--- src/rtl/tpu_mmio_sequencer.sv ---
// tpu_mmio_sequencer: turns a host stream of A/B rows into TPU MMIO writes,
// fires MatMul, waits out the array latency, then streams the C words back.
//
// Ports:
//   clk, rst                       clock, synchronous active-high reset
//   in_data/in_valid/in_ready      host word stream (A rows then B rows)
//   out_data/out_valid/out_ready   C word stream back to the host
//   tpu_addr/tpu_wdata/tpu_r_w     registered MMIO command bus
//   tpu_rdata                      MMIO read data (combinational from tpu_addr)
//   busy, done                     op in flight / one-cycle completion pulse
//   perf_cycles                    busy-cycle counter, only with TPU_SEQ_PERF_EN
//
// Build option: define TPU_SEQ_PERF_EN to add the perf_cycles output.

module tpu_mmio_sequencer #(
   parameter int DIM         = 8,
   parameter int DATAW       = 64,
   parameter int ADDRW       = 16,
   parameter int CALC_CYCLES = 24
) (
   input  logic             clk,
   input  logic             rst,
   input  logic [DATAW-1:0] in_data,
   input  logic             in_valid,
   output logic             in_ready,
   output logic [DATAW-1:0] out_data,
   output logic             out_valid,
   input  logic             out_ready,
   output logic [ADDRW-1:0] tpu_addr,
   output logic [DATAW-1:0] tpu_wdata,
   output logic             tpu_r_w,
   input  logic [DATAW-1:0] tpu_rdata,
   output logic             busy,
   output logic             done
`ifdef TPU_SEQ_PERF_EN
   ,
   output logic [31:0]      perf_cycles
`endif
);

   localparam int WCW = $clog2(2*DIM);
   localparam int TCW = $clog2(CALC_CYCLES+1);

   localparam logic [ADDRW-1:0] A_BASE  = ADDRW'(16'h0100);
   localparam logic [ADDRW-1:0] B_BASE  = ADDRW'(16'h0200);
   localparam logic [ADDRW-1:0] C_BASE  = ADDRW'(16'h0300);
   localparam logic [ADDRW-1:0] MM_ADDR = ADDRW'(16'h0400);

   typedef enum logic [2:0] {
      S_LOAD_A,
      S_LOAD_B,
      S_START,
      S_WAIT,
      S_READ_C
   } state_t;

   state_t           r_state;
   logic [WCW-1:0]   r_wcnt;
   logic [WCW-1:0]   r_rcnt;
   logic [TCW-1:0]   r_tcnt;
   logic             r_rd_all;
   logic             r_in_ready;
   logic [DATAW-1:0] r_out_data;
   logic             r_out_valid;
   logic [ADDRW-1:0] r_addr;
   logic [DATAW-1:0] r_wdata;
   logic             r_rw;
   logic             r_busy;
   logic             r_done;

   logic w_accept;
   logic w_load_last;
   logic w_rd_last;
   logic w_out_take;
   logic w_capture;
   logic w_final;

   assign w_accept    = in_valid & r_in_ready;
   assign w_load_last = (r_wcnt == WCW'(DIM-1));
   assign w_rd_last   = (r_rcnt == WCW'(2*DIM-1));
   assign w_out_take  = r_out_valid & out_ready;

   // The output register refills whenever it is empty or being drained.
   assign w_capture = (r_state == S_READ_C) & ~r_rd_all &
                      (~r_out_valid | out_ready);

   // Once all C words are captured, the held word is the last one.
   assign w_final = (r_state == S_READ_C) & r_rd_all & w_out_take;

   always_ff @(posedge clk) begin
      if (rst) begin
         r_state     <= S_LOAD_A;
         r_wcnt      <= '0;
         r_rcnt      <= '0;
         r_tcnt      <= '0;
         r_rd_all    <= 1'b0;
         r_in_ready  <= 1'b1;
         r_out_data  <= '0;
         r_out_valid <= 1'b0;
         r_addr      <= '0;
         r_wdata     <= '0;
         r_rw        <= 1'b0;
         r_busy      <= 1'b0;
         r_done      <= 1'b0;
      end else begin
         r_done <= 1'b0;
         r_rw   <= 1'b0;
         unique case (r_state)
            S_LOAD_A: begin
               if (w_accept) begin
                  r_addr  <= A_BASE + (ADDRW'(r_wcnt) << 3);
                  r_wdata <= in_data;
                  r_rw    <= 1'b1;
                  r_busy  <= 1'b1;
                  if (w_load_last) begin
                     r_wcnt  <= '0;
                     r_state <= S_LOAD_B;
                  end else begin
                     r_wcnt <= r_wcnt + 1'b1;
                  end
               end
            end
            S_LOAD_B: begin
               if (w_accept) begin
                  r_addr  <= B_BASE + (ADDRW'(r_wcnt) << 3);
                  r_wdata <= in_data;
                  r_rw    <= 1'b1;
                  if (w_load_last) begin
                     r_wcnt     <= '0;
                     r_in_ready <= 1'b0;
                     r_state    <= S_START;
                  end else begin
                     r_wcnt <= r_wcnt + 1'b1;
                  end
               end
            end
            S_START: begin
               r_addr  <= MM_ADDR;
               r_wdata <= '0;
               r_rw    <= 1'b1;
               r_tcnt  <= '0;
               r_state <= S_WAIT;
            end
            S_WAIT: begin
               // Bus idles at address 0 for CALC_CYCLES cycles,
               // then the first C read address goes out.
               if (r_tcnt == TCW'(CALC_CYCLES)) begin
                  r_tcnt   <= '0;
                  r_rcnt   <= '0;
                  r_rd_all <= 1'b0;
                  r_addr   <= C_BASE;
                  r_state  <= S_READ_C;
               end else begin
                  r_tcnt <= r_tcnt + 1'b1;
                  r_addr <= '0;
               end
            end
            S_READ_C: begin
               if (w_final) begin
                  r_out_valid <= 1'b0;
                  r_done      <= 1'b1;
                  r_busy      <= 1'b0;
                  r_in_ready  <= 1'b1;
                  r_rcnt      <= '0;
                  r_wcnt      <= '0;
                  r_tcnt      <= '0;
                  r_rd_all    <= 1'b0;
                  r_state     <= S_LOAD_A;
               end else begin
                  if (w_out_take) begin
                     r_out_valid <= 1'b0;
                  end
                  if (w_capture) begin
                     r_out_data  <= tpu_rdata;
                     r_out_valid <= 1'b1;
                     if (w_rd_last) begin
                        r_rd_all <= 1'b1;
                     end else begin
                        r_rcnt <= r_rcnt + 1'b1;
                        r_addr <= r_addr + ADDRW'(8);
                     end
                  end
               end
            end
            default: begin
               r_state <= S_LOAD_A;
            end
         endcase
      end
   end

`ifdef TPU_SEQ_PERF_EN
   logic [31:0] r_perf;

   always_ff @(posedge clk) begin
      if (rst) begin
         r_perf <= '0;
      end else if ((r_state == S_LOAD_A) && w_accept && (r_wcnt == '0)) begin
         r_perf <= '0;
      end else if (r_busy && (r_perf != 32'hFFFF_FFFF)) begin
         r_perf <= r_perf + 32'd1;
      end
   end

   assign perf_cycles = r_perf;
`endif

   assign in_ready  = r_in_ready;
   assign out_data  = r_out_data;
   assign out_valid = r_out_valid;
   assign tpu_addr  = r_addr;
   assign tpu_wdata = r_wdata;
   assign tpu_r_w   = r_rw;
   assign busy      = r_busy;
   assign done      = r_done;

endmodule

--- config.mk ---
export PLATFORM = sky130hd
export DESIGN_NAME = tpu_mmio_sequencer
export DESIGN_NICKNAME = d
export VERILOG_FILES = /design/src/rtl/tpu_mmio_sequencer.sv
export SDC_FILE = /design/constraint.sdc
export NUM_CORES = 1
export LEC_CHECK = 0
export CORE_UTILIZATION = 46
export CTS_BUF_LIST = sky130_fd_sc_hd__clkbuf_4 sky130_fd_sc_hd__clkbuf_8
export DETAILED_ROUTE_END_ITERATION = 12
export PLACE_DENSITY = 0.88
export RECOVER_POWER = 100
export REMOVE_ABC_BUFFERS = 1
export SLEW_MARGIN = 20
export SYNTH_ARGS = -nofsm -noshare
export SYNTH_HDL_FRONTEND = slang
export SYNTH_SLANG_ARGS = --single-unit
export TNS_END_PERCENT = 100
--- constraint.sdc ---
create_clock -name clk -period 5.4 [get_ports clk]
set_clock_uncertainty 0.05 [all_clocks]
set_input_delay 1.08 -clock clk [delete_from_list [all_inputs] [get_ports clk]]
set_output_delay 1.08 -clock clk [all_outputs]
set_load 0.01 [all_outputs]
==> summary.txt, run 1 <==
Setup path
  – Crit-path max FO: 67
  – Reg-to-reg startpoint: r_state[1]
  – Worst setup EP type: register
  – Critical path arrival: 4.27 ns
  – Crit path launch type: input port
  – Worst-case reg-to-reg path depth: 5
  – Worst path required time: 5.71 ns
  – Classification of the worst setup path: in2reg
  – Reg-to-Reg End: r_rcnt[3]
  – Reg2reg setup slack: 1.62 ns

Routing
  – Drt initial violations: 448
  – Drt pass-1 iters: 4
  – DR vias/cell: 5.14
  – Total number of vias: 6313
  – Antenna Nets Post-Route: 0
  – DRC: 0
  – Final Routed Wirelength: 17.9 mm
  – Routed WL per cell: 14.6 microns

Synthesis
  – Post-synthesis mux area share: 0.478%
  – Main combinational cell family by area after synthesis: simple AND/OR/NAND/NOR gates
  – Yosys reg bits: 163
  – Seq/Total Area, Yosys: 51.9%
  – Async SR Flop Fraction: 0%
  – Yosys top cell area share: 51.9%
  – Compound-Gate Fraction of Synth Area: 17.4%
  – Post-Synth Adder-Cell Area: 0.996%
  – Synthesized netlist cell count: 792
  – Area leader, netlist: dfxtp_1
  – Distinct cells, synth: 52
  – XOR/XNOR Fraction of Synth Area: 0.976%
  – Ys flop type: dfxtp_1
  – Yosys synthesis warning count: 0
  – Post-Syn Area: 6280 sq um
  – Post-synth EDFFs: 0
  – Synth Area in Simple Gates: 23.8%
  – Syn Area/Cell: 7.93 sq um
  – Largest cells by area after synthesis: dfxtp_1, nand2_1, a21oi_1

Placed design
  – Area after DPL: 9100 sq um
  – Gpl congestion: 0.823
  – Placed Cells: 1197
  – Setup WS pre-CTS: 2.20 ns
  – Dpl hpwl: 12.6 mm
  – IO buf count: 277

Final layout
  – Final instance area: 9440 sq um
  – Fill cell count: 1048
  – Area of the multi-input gates: 2740 sq um
  – Storage cell area: 3260 sq um
  – Most frequent cells in the layout: nand2_1, dfxtp_1, dlygate4sd3_1
  – Non-filler cells, final: 1229
  – P&R area growth vs syn: 50.3%
  – Proportion of layout cells with a drive suffix above 1: 4.09%
  – Commonest non-fill, non-tap cell in the layout: nand2_1
  – Final #Nets: 1177

Clocking
  – CTS HTree Levels: 4
  – Postcts setup bufs: 0
  – CTS sink count: 163
  – CTS Root Cell: clkbuf_8
  – Max Buffers Root-to-Sink: 2
  – CTS tree: built
  – Post-cts resize count: 0
  – CTS Hold Bufs: 0
  – Num CTS Buffers: 17
  – Clock-pin slew on the worst setup and hold paths: 0.07 ns
  – Clock latency at the later pin of the worst-skew pair: 0.44 ns

Power
  – Leakage Power: 0.00377 uW
  – Pwr dens: 248 nW/um^2
  – VDD IR max: 209 uV

Timing
  – Min Clock Period, post-route: 3.96 ns
  – Final Hold Vio Count: 0
  – Setup TNS: 0 ns
  – Hold Slack: 0.402 ns
  – Final setup fails: 0
  – Least-Margin Pin Slew: 2.85 ns
  – Max Freq: 252 MHz
  – Setup ws final: 1.44 ns
  – Max_slew headroom: -90.3%
  – RSZ-0062 raised after global routing: no
  – Max Slew Vio Count: 170
  – Period Utilization, post-route: 73.3%

Floorplanning
  – Io pins: 281
  – FP Rows: 42
  – Die Wd: 119 microns
  – Initial Utilization: 47.3%
  – Core Region: 13300 sq um
  – Die area: 14100 sq um
  – Die Span Y: 119 microns

Hold path
  – Number of cells on the worst hold path: 2
  – Hold endpoint: out_data[24]
  – Hold Crit Start: out_data[24]
  – Worst min path class: reg2reg

Global routing
  – GRT Util Overall: 25.3%
  – Pin count of the biggest net entering global routing: 81
  – Vias in the first global route: 5813
  – First-pass GRT wire length: 28.4 mm
  – Overflow left after global routing: 0
  – Initial antenna violation count: 1

Outcome
  – Failing checks: capacitance limit, slew limit
  – Status: finished, violations left

Flow run
  – Max-cap violations: 3
## routing by layer
layer	wire length (microns)	vias up	track usage, %
met3	1670	16	9.48
met5	0	-	0
li1	-	3138	-
met4	187	0	9.26
met1	7180	2895	28.5
met2	8850	264	43.6
## metrics by stage
stage | utilization [%] | total power [uW]
after CTS | 71.3 | 2370
after detailed placement | 68.4 | 1530
after global routing | 71.0 | 2440
after floorplan | - | 1350
final | 71.0 | 2340
after global placement | 68.4 | 1530
## flip-flops by register name, indices dropped and copies added (netlist names)
name	count
r_tcnt	5
r_rd_all	1
out_valid	1
r_wcnt	4
tpu_r_w	1
r_rcnt	4
done	1
busy	1
in_ready	1
out_data	64
tpu_addr	13
tpu_wdata	64
r_state	3
## area by class of cell
cell class | count | area share (%)
multi-input cells | 569 | 29.0
flip-flops and latches | 163 | 34.6
clock buffers | 23 | 3.29
well taps | 176 | 2.33
diodes | 1 | 0.0265
inverters | 6 | 0.239
clock inverters | 8 | 0.808
repair buffers | 283 | 29.7
## cells by family (layout without fill, tap and decap cells)
kind of cell / count (synthesis) / in the layout
other cells: 1 / 4
compound gates: 189 / 189
buf+inv: 62 / 320
flops: 163 / 163
mux: 3 / 3
fa+ha+maj: 5 / 5
simple gates: 362 / 362
xor+xnor: 7 / 7
## worst max-delay path by stage
stage | to | start | cells past startpoint | slack [ns]
after global routing | tpu_wdata[5] | in_valid | 5 | 1.12
after CTS | r_rcnt[3] | r_state[2] | 5 | 2.37
after global placement | r_rcnt[3] | out_ready | 6 | 2.24
after floorplan | r_rcnt[1] | r_state[2] | 4 | -0.05
final | tpu_wdata[54] | in_valid | 5 | 1.44
after detailed placement | r_rcnt[3] | out_ready | 6 | 2.20
## power by group
part	internal (uW)	switching (uW)
combinational	141	102
clock	427	423
sequential	1230	15.2
total	1800	540
## worst max-delay path: stages
cell           delay (ns)
dlygate4sd3_1        0.59
nand3_2              0.09
clkbuf_1             2.00
nand2_1              0.20
a21oi_1              0.25
## cells in the mapped netlist (all sizes together), types with 2 or more instances
cell	n
xnor2	3
nand2	280
clkbuf	33
o21ai	11
a21oi	140
buf	23
a211oi	4
mux2i	3
inv	5
nor2	30
and3b	2
nand4	3
o32ai	5
nand3	21
nand2b	4
o211ai	5
o221a	2
nor2b	3
ha	5
a2bb2oi	2
xor2	4
and3	5
nor3	7
o31ai	2
a311oi	3
a31oi	2
dfxtp	163
a41oi	2
a22oi	4
Power figures use the tool's default switching activity.
==> inputs of run 2 (changes only) <==
CORE_UTILIZATION = 43   (was 46)
PLACE_DENSITY = 0.83   (was 0.88)
clock period = 4.03 ns   (was 5.4 ns; I/O delays follow)
==> summary.txt, run 2 (same netlist as run 1, synthesis figures left out) <==
Power
  – Final Power: 3220 uW (+38%)
  – Part of the power in the clock network: 37.8% (+1.5 points)
  – Switching Share: 23.5% (+0.45 points)
  – Combinational power share: 10.3% (about the same)
  – Pwr dens: 337 nW/um^2 (+36%)
  – Leakage Power: 0.00381 uW (+1.2%)
  – Reg power frac: 51.9% (-1.4 points)
  – VDD IR max: 342 uV (+63%)
  – Internal cell power: 2460 uW (+37%)
  – Switching Power: 758 uW (+40%)

Outcome
  – Status: finished, violations left
  – Failing checks: capacitance limit, slew limit

Final layout
  – Commonest non-fill, non-tap cell in the layout: nand2_1
  – Final #Nets: 1183 (+0.51%)
  – P&R area growth vs syn: 52.0%
  – Non-filler cells, final: 1241 (+0.98%)
  – Most frequent cells in the layout: nand2_1, dfxtp_1, dlygate4sd3_1
  – Proportion of layout cells with a drive suffix above 1: 4.63% (+0.54 points)

Timing
  – Max Freq: 311 MHz
  – Final Hold Vio Count: 0 (unchanged)
  – Least-Margin Pin Slew: 1.64 ns (-1.21 ns)
  – Final setup fails: 0 (unchanged)
  – Min Clock Period, post-route: 3.21 ns
  – RSZ-0062 raised after global routing: no
  – Period Utilization, post-route: 79.7%
  – Max_slew headroom: -9.52% (+81 points)
  – Max Slew Vio Count: 41 (-76%)

Global routing
  – Pin count of the biggest net entering global routing: 81 (unchanged)
  – Global routing usage on met2: 41.1% (-2.5 points)
  – M3 GR Usage: 9.48% (about the same)
  – Grt peak-use layer: met2
  – M1 GR Usage: 26.5% (-2.0 points)
  – Overflow left after global routing: 0 (unchanged)
  – Initial antenna violation count: 0 (-1)
  – First-pass GRT wire length: 28.2 mm (-0.78%)
  – GRT Util Overall: 24.1% (-1.3 points)
  – Vias in the first global route: 5825 (+0.21%)

Setup path
  – Reg-to-Reg End: tpu_addr[14]
  – Reg-to-reg startpoint: r_state[0]
  – Reg2reg setup slack: 1.05 ns (-0.57 ns)
  – Critical path arrival: 3.50 ns (-0.77 ns)
  – Classification of the worst setup path: in2reg
  – Crit path launch type: input port
  – Worst-case reg-to-reg path depth: 6 (+1)
  – Crit-path max FO: 40 (-40%)
  – Worst path required time: 4.32 ns (-1.39 ns)
  – Worst setup EP type: register

Floorplanning
  – Die Span Y: 123 microns (+3.4%)
  – Initial Utilization: 44.7% (-2.5 points)
  – Io pins: 281 (unchanged)
  – Die Wd: 123 microns (+3.4%)
  – Core Region: 14000 sq um (+5.6%)
  – Die area: 15100 sq um (+6.9%)
  – FP Rows: 43 (+2.4%)

Clocking
  – CTS Root Cell: clkbuf_8
  – Postcts setup bufs: 0 (unchanged)
  – CTS Hold Bufs: 0 (unchanged)
  – Max Buffers Root-to-Sink: 2 (unchanged)
  – CTS tree: built
  – CTS sink count: 163 (unchanged)
  – Clock latency at the later pin of the worst-skew pair: 0.44 ns (about the same)
  – Clock-pin slew on the worst setup and hold paths: 0.08 ns (about the same)
  – Num CTS Buffers: 17 (unchanged)
  – Post-cts resize count: 0 (unchanged)
  – CTS HTree Levels: 4 (unchanged)

Placed design
  – Gpl congestion: 0.816 (-0.78%)
  – Placed Cells: 1206 (+0.75%)
  – Dpl hpwl: 13.0 mm (+2.7%)
  – IO buf count: 277 (unchanged)

Flow run
  – Max-cap violations: 1 (-2)

Routing
  – Final Routed Wirelength: 18.4 mm (+2.9%)
  – Drt initial violations: 359 (-20%)
  – Antenna Nets Post-Route: 0 (unchanged)
  – Drt pass-1 iters: 5 (+1)
  – Total number of vias: 6313 (unchanged)
  – DRC: 0 (unchanged)
  – Routed WL per cell: 14.8 microns (+1.9%)
  – DR vias/cell: 5.09 (-0.97%)

Hold path
  – Hold Crit Start: out_data[7]
  – Hold endpoint: out_data[7]
  – Worst min path class: reg2reg
  – Number of cells on the worst hold path: 2 (unchanged)
-- run 2: power groups by stage --
stage	combinational (uW)	sequential, uW	clock, uW
after floorplan	79.9	1730	0
after global routing	359	1680	1320
after CTS	345	1670	1250
after global placement	341	1710	0
final	331	1670	1220
after detailed placement	342	1710	0
-- run 2: metal layers --
layer  up-vias  routed length, microns
li1       3160                       -
met1      2892                    7190
met2       234                    9050
met3        27                    1840
met4         0                     333
met5         -                       0
-- run 2: metrics by stage --
step | hold WS, ns | utilization (%) | setup slack (ns) | area, sq um | TNS (ns)
final | 0.401 | 68.0 | 0.818 | 9550 | 0
after CTS | 0.406 | 68.0 | 1.32 | 9550 | 0
after global routing | 0.413 | 68.0 | 0.643 | 9550 | 0
after global placement | 0.390 | 65.1 | 1.14 | 9140 | 0
after floorplan | 0.415 | - | -1.42 | 6040 | -115.08
after detailed placement | 0.396 | 65.1 | 1.11 | 9140 | 0
-- run 2: worst max path at each step --
stage,to,startpoint,slack (ns)
after floorplan,r_rcnt[1],r_state[2],-1.42
after CTS,r_rcnt[3],r_state[0],1.32
final,r_wcnt[3],in_valid,0.82
after global routing,r_wcnt[3],in_valid,0.64
after detailed placement,r_rcnt[3],out_ready,1.11
after global placement,r_rcnt[3],out_ready,1.14
-- run 2: final cells by class --
class	instances	area, sq um
flip-flops and latches	163	3260
multi-input cells	569	2770
diodes	2	5.00
fillers	1144	4490
clock buffers	22	290
clock inverters	10	120
repair buffers	289	2860
inverters	6	22.5
well taps	180	225
-- run 2: critical path, stage by stage --
cell           delay [ns]
dlygate4sd3_1        0.62
nand2_1              0.12
nor3_2               0.22
clkbuf_1             1.22
nand4_1              0.23
mux2i_1              0.21
nor2_1               0.06
==> inputs of run 3 (changes only) <==
clock period = 3.14 ns   (was 4.03 ns; I/O delays follow)
==> summary.txt, run 3 (same netlist as run 1, synthesis figures left out) <==
Setup path
  – Worst setup EP type: register
  – Reg-to-Reg End: tpu_addr[11]
  – Worst path required time: 3.41 ns (-0.91 ns)
  – Worst-case reg-to-reg path depth: 6 (unchanged)
  – Crit path launch type: register
  – Crit-path max FO: 23 (-43%)
  – Classification of the worst setup path: reg2reg
  – Reg-to-reg startpoint: r_state[1]
  – Reg2reg setup slack: 0.62 ns (-0.43 ns)
  – Critical path arrival: 2.79 ns (-0.71 ns)

Final layout
  – Proportion of layout cells with a drive suffix above 1: 4.72% (+0.094 points)
  – Final #Nets: 1183 (unchanged)
  – Layout Utilization: 68.1% (about the same)
  – P&R area growth vs syn: 52.2% (about the same)
  – Final instance area: 9560 sq um (about the same)
  – Most frequent cells in the layout: nand2_1, dfxtp_1, dlygate4sd3_1
  – Commonest non-fill, non-tap cell in the layout: nand2_1
  – Fill cell count: 1153 (+0.79%)
  – Non-filler cells, final: 1240 (-0.081%)

Clocking
  – CTS HTree Levels: 4 (unchanged)
  – Num CTS Buffers: 17 (unchanged)
  – CTS Root Cell: clkbuf_8
  – CTS Hold Bufs: 0 (unchanged)
  – Postcts setup bufs: 0 (unchanged)
  – Max Buffers Root-to-Sink: 2 (unchanged)
  – CTS tree: built
  – Post-cts resize count: 0 (unchanged)
  – Clock-pin slew on the worst setup and hold paths: 0.09 ns (about the same)
  – Clock latency at the later pin of the worst-skew pair: 0.44 ns (about the same)
  – CTS sink count: 163 (unchanged)

Hold path
  – Hold Crit Start: out_data[7]
  – Worst min path class: reg2reg
  – Number of cells on the worst hold path: 2 (unchanged)
  – Hold endpoint: out_data[7]

Placed design
  – Area after DPL: 9170 sq um (+0.36%)
  – Dpl hpwl: 13.1 mm (+0.94%)
  – Gpl congestion: 0.841 (+3.1%)
  – IO buf count: 277 (unchanged)
  – Placed Cells: 1207 (+0.083%)

Timing
  – Final Hold Vio Count: 0 (unchanged)
  – Final setup fails: 0 (unchanged)
  – Max_slew headroom: 41.0% (+51 points)
  – RSZ-0062 raised after global routing: no
  – Least-Margin Pin Slew: 0.885 ns (-0.758 ns)
  – Period Utilization, post-route: 80.3%
  – Setup TNS: 0 ns (unchanged)
  – Max Freq: 397 MHz
  – Max Slew Vio Count: 0 (-100%)
  – Min Clock Period, post-route: 2.52 ns

Power
  – Leakage Power: 0.00382 uW (+0.21%)
  – Switching Share: 24.1% (+0.56 points)
  – Pwr dens: 437 nW/um^2 (+30%)
  – Switching Power: 1010 uW (+33%)
  – Internal cell power: 3170 uW (+29%)
  – Reg power frac: 51.3% (-0.6 points)
  – Combinational power share: 10.1% (-0.2 points)
  – VDD IR max: 517 uV (+51%)
  – Final Power: 4180 uW (+30%)
  – Part of the power in the clock network: 38.6% (+0.8 points)

Global routing
  – First-pass GRT wire length: 28.0 mm (-0.81%)
  – Pin count of the biggest net entering global routing: 81 (unchanged)
  – GRT Util Overall: 23.9% (-0.17 points)
  – Overflow left after global routing: 0 (unchanged)
  – Vias in the first global route: 5809 (-0.27%)
  – Initial antenna violation count: 1 (+1)

Floorplanning
  – Io pins: 281 (unchanged)
  – Core Region: 14000 sq um (unchanged)
  – Die area: 15100 sq um (unchanged)
  – FP Rows: 43 (unchanged)
  – Die Span Y: 123 microns (unchanged)
  – Die Wd: 123 microns (unchanged)
  – Initial Utilization: 44.7% (unchanged)

Routing
  – Drt pass-1 iters: 5 (unchanged)
  – DRC: 0 (unchanged)
  – Antenna Nets Post-Route: 0 (unchanged)
  – Total number of vias: 6347 (+0.54%)
  – Drt initial violations: 399 (+11%)
  – DR vias/cell: 5.12 (+0.62%)
  – Routed WL per cell: 14.9 microns (+0.59%)
  – Final Routed Wirelength: 18.5 mm (+0.51%)

Flow run
  – Max-cap violations: 0 (-1)

Outcome
  – Status: complete, no violations
-- run 3: changes by cell type in the layout (fill, tap and decap cells not counted), moves of 2 or more --
cell / before / now
clkbuf_8: 20 / 17
buf_12: 0 / 2
buf_4: 6 / 8
clkbuf_1: 4 / 2
clkinv_4: 1 / 3
-- run 3: power by group through the flow --
| stage | sequential [uW] | clock [uW] | combinational (uW) |
|---|---|---|---|
| after floorplan | 2220 | 0 | 103 |
| after global placement | 2190 | 0 | 440 |
| after detailed placement | 2190 | 0 | 443 |
| after CTS | 2150 | 1650 | 447 |
| after global routing | 2150 | 1740 | 460 |
| final | 2140 | 1610 | 424 |
-- run 3: area by class of cell --
type	instances	area [sq um]	share of cell area [%]
flip-flops and latches	163	3260	34.1
repair buffers	289	2880	30.1
multi-input cells	569	2750	28.8
clock buffers	18	241	2.53
well taps	180	225	2.36
clock inverters	14	179	1.87
inverters	6	22.5	0.236
diodes	1	2.50	0.0262
-- run 3: how the worst max path moves through the flow --
stage,startpoint,endpoint,slack [ns],cells past startpoint
after floorplan,r_state[2],r_rcnt[1],-2.31,4
after global placement,out_ready,out_data[23],0.59,6
after detailed placement,out_ready,out_data[38],0.54,6
after CTS,r_state[0],out_data[24],0.87,5
after global routing,r_state[1],tpu_addr[3],0.42,6
final,r_state[1],tpu_addr[11],0.62,6
-- run 3: worst max-delay path, stage by stage, from the launching register on --
cell      delay (ns)
dfxtp_1         0.31
clkbuf_1        0.37
a311o_1         0.57
o41ai_4         0.29
nand2_1         0.40
o211ai_1        0.30
o21ai_0         0.12
-- run 3: per-stage QoR --
stage	hold slack, ns	worst slack (ns)
floorplan	0.415	-2.31
global placement	0.390	0.592
detailed placement	0.396	0.540
CTS	0.407	0.871
global route	0.420	0.416
finish	0.401	0.618
-- run 3: metal layers --
layer | GRT usage (%) | part of all wire, %
met5 | 0 | 0
met4 | 8.92 | 1.5
met1 | 25.8 | 38
met3 | 9.39 | 10
met2 | 41.8 | 51
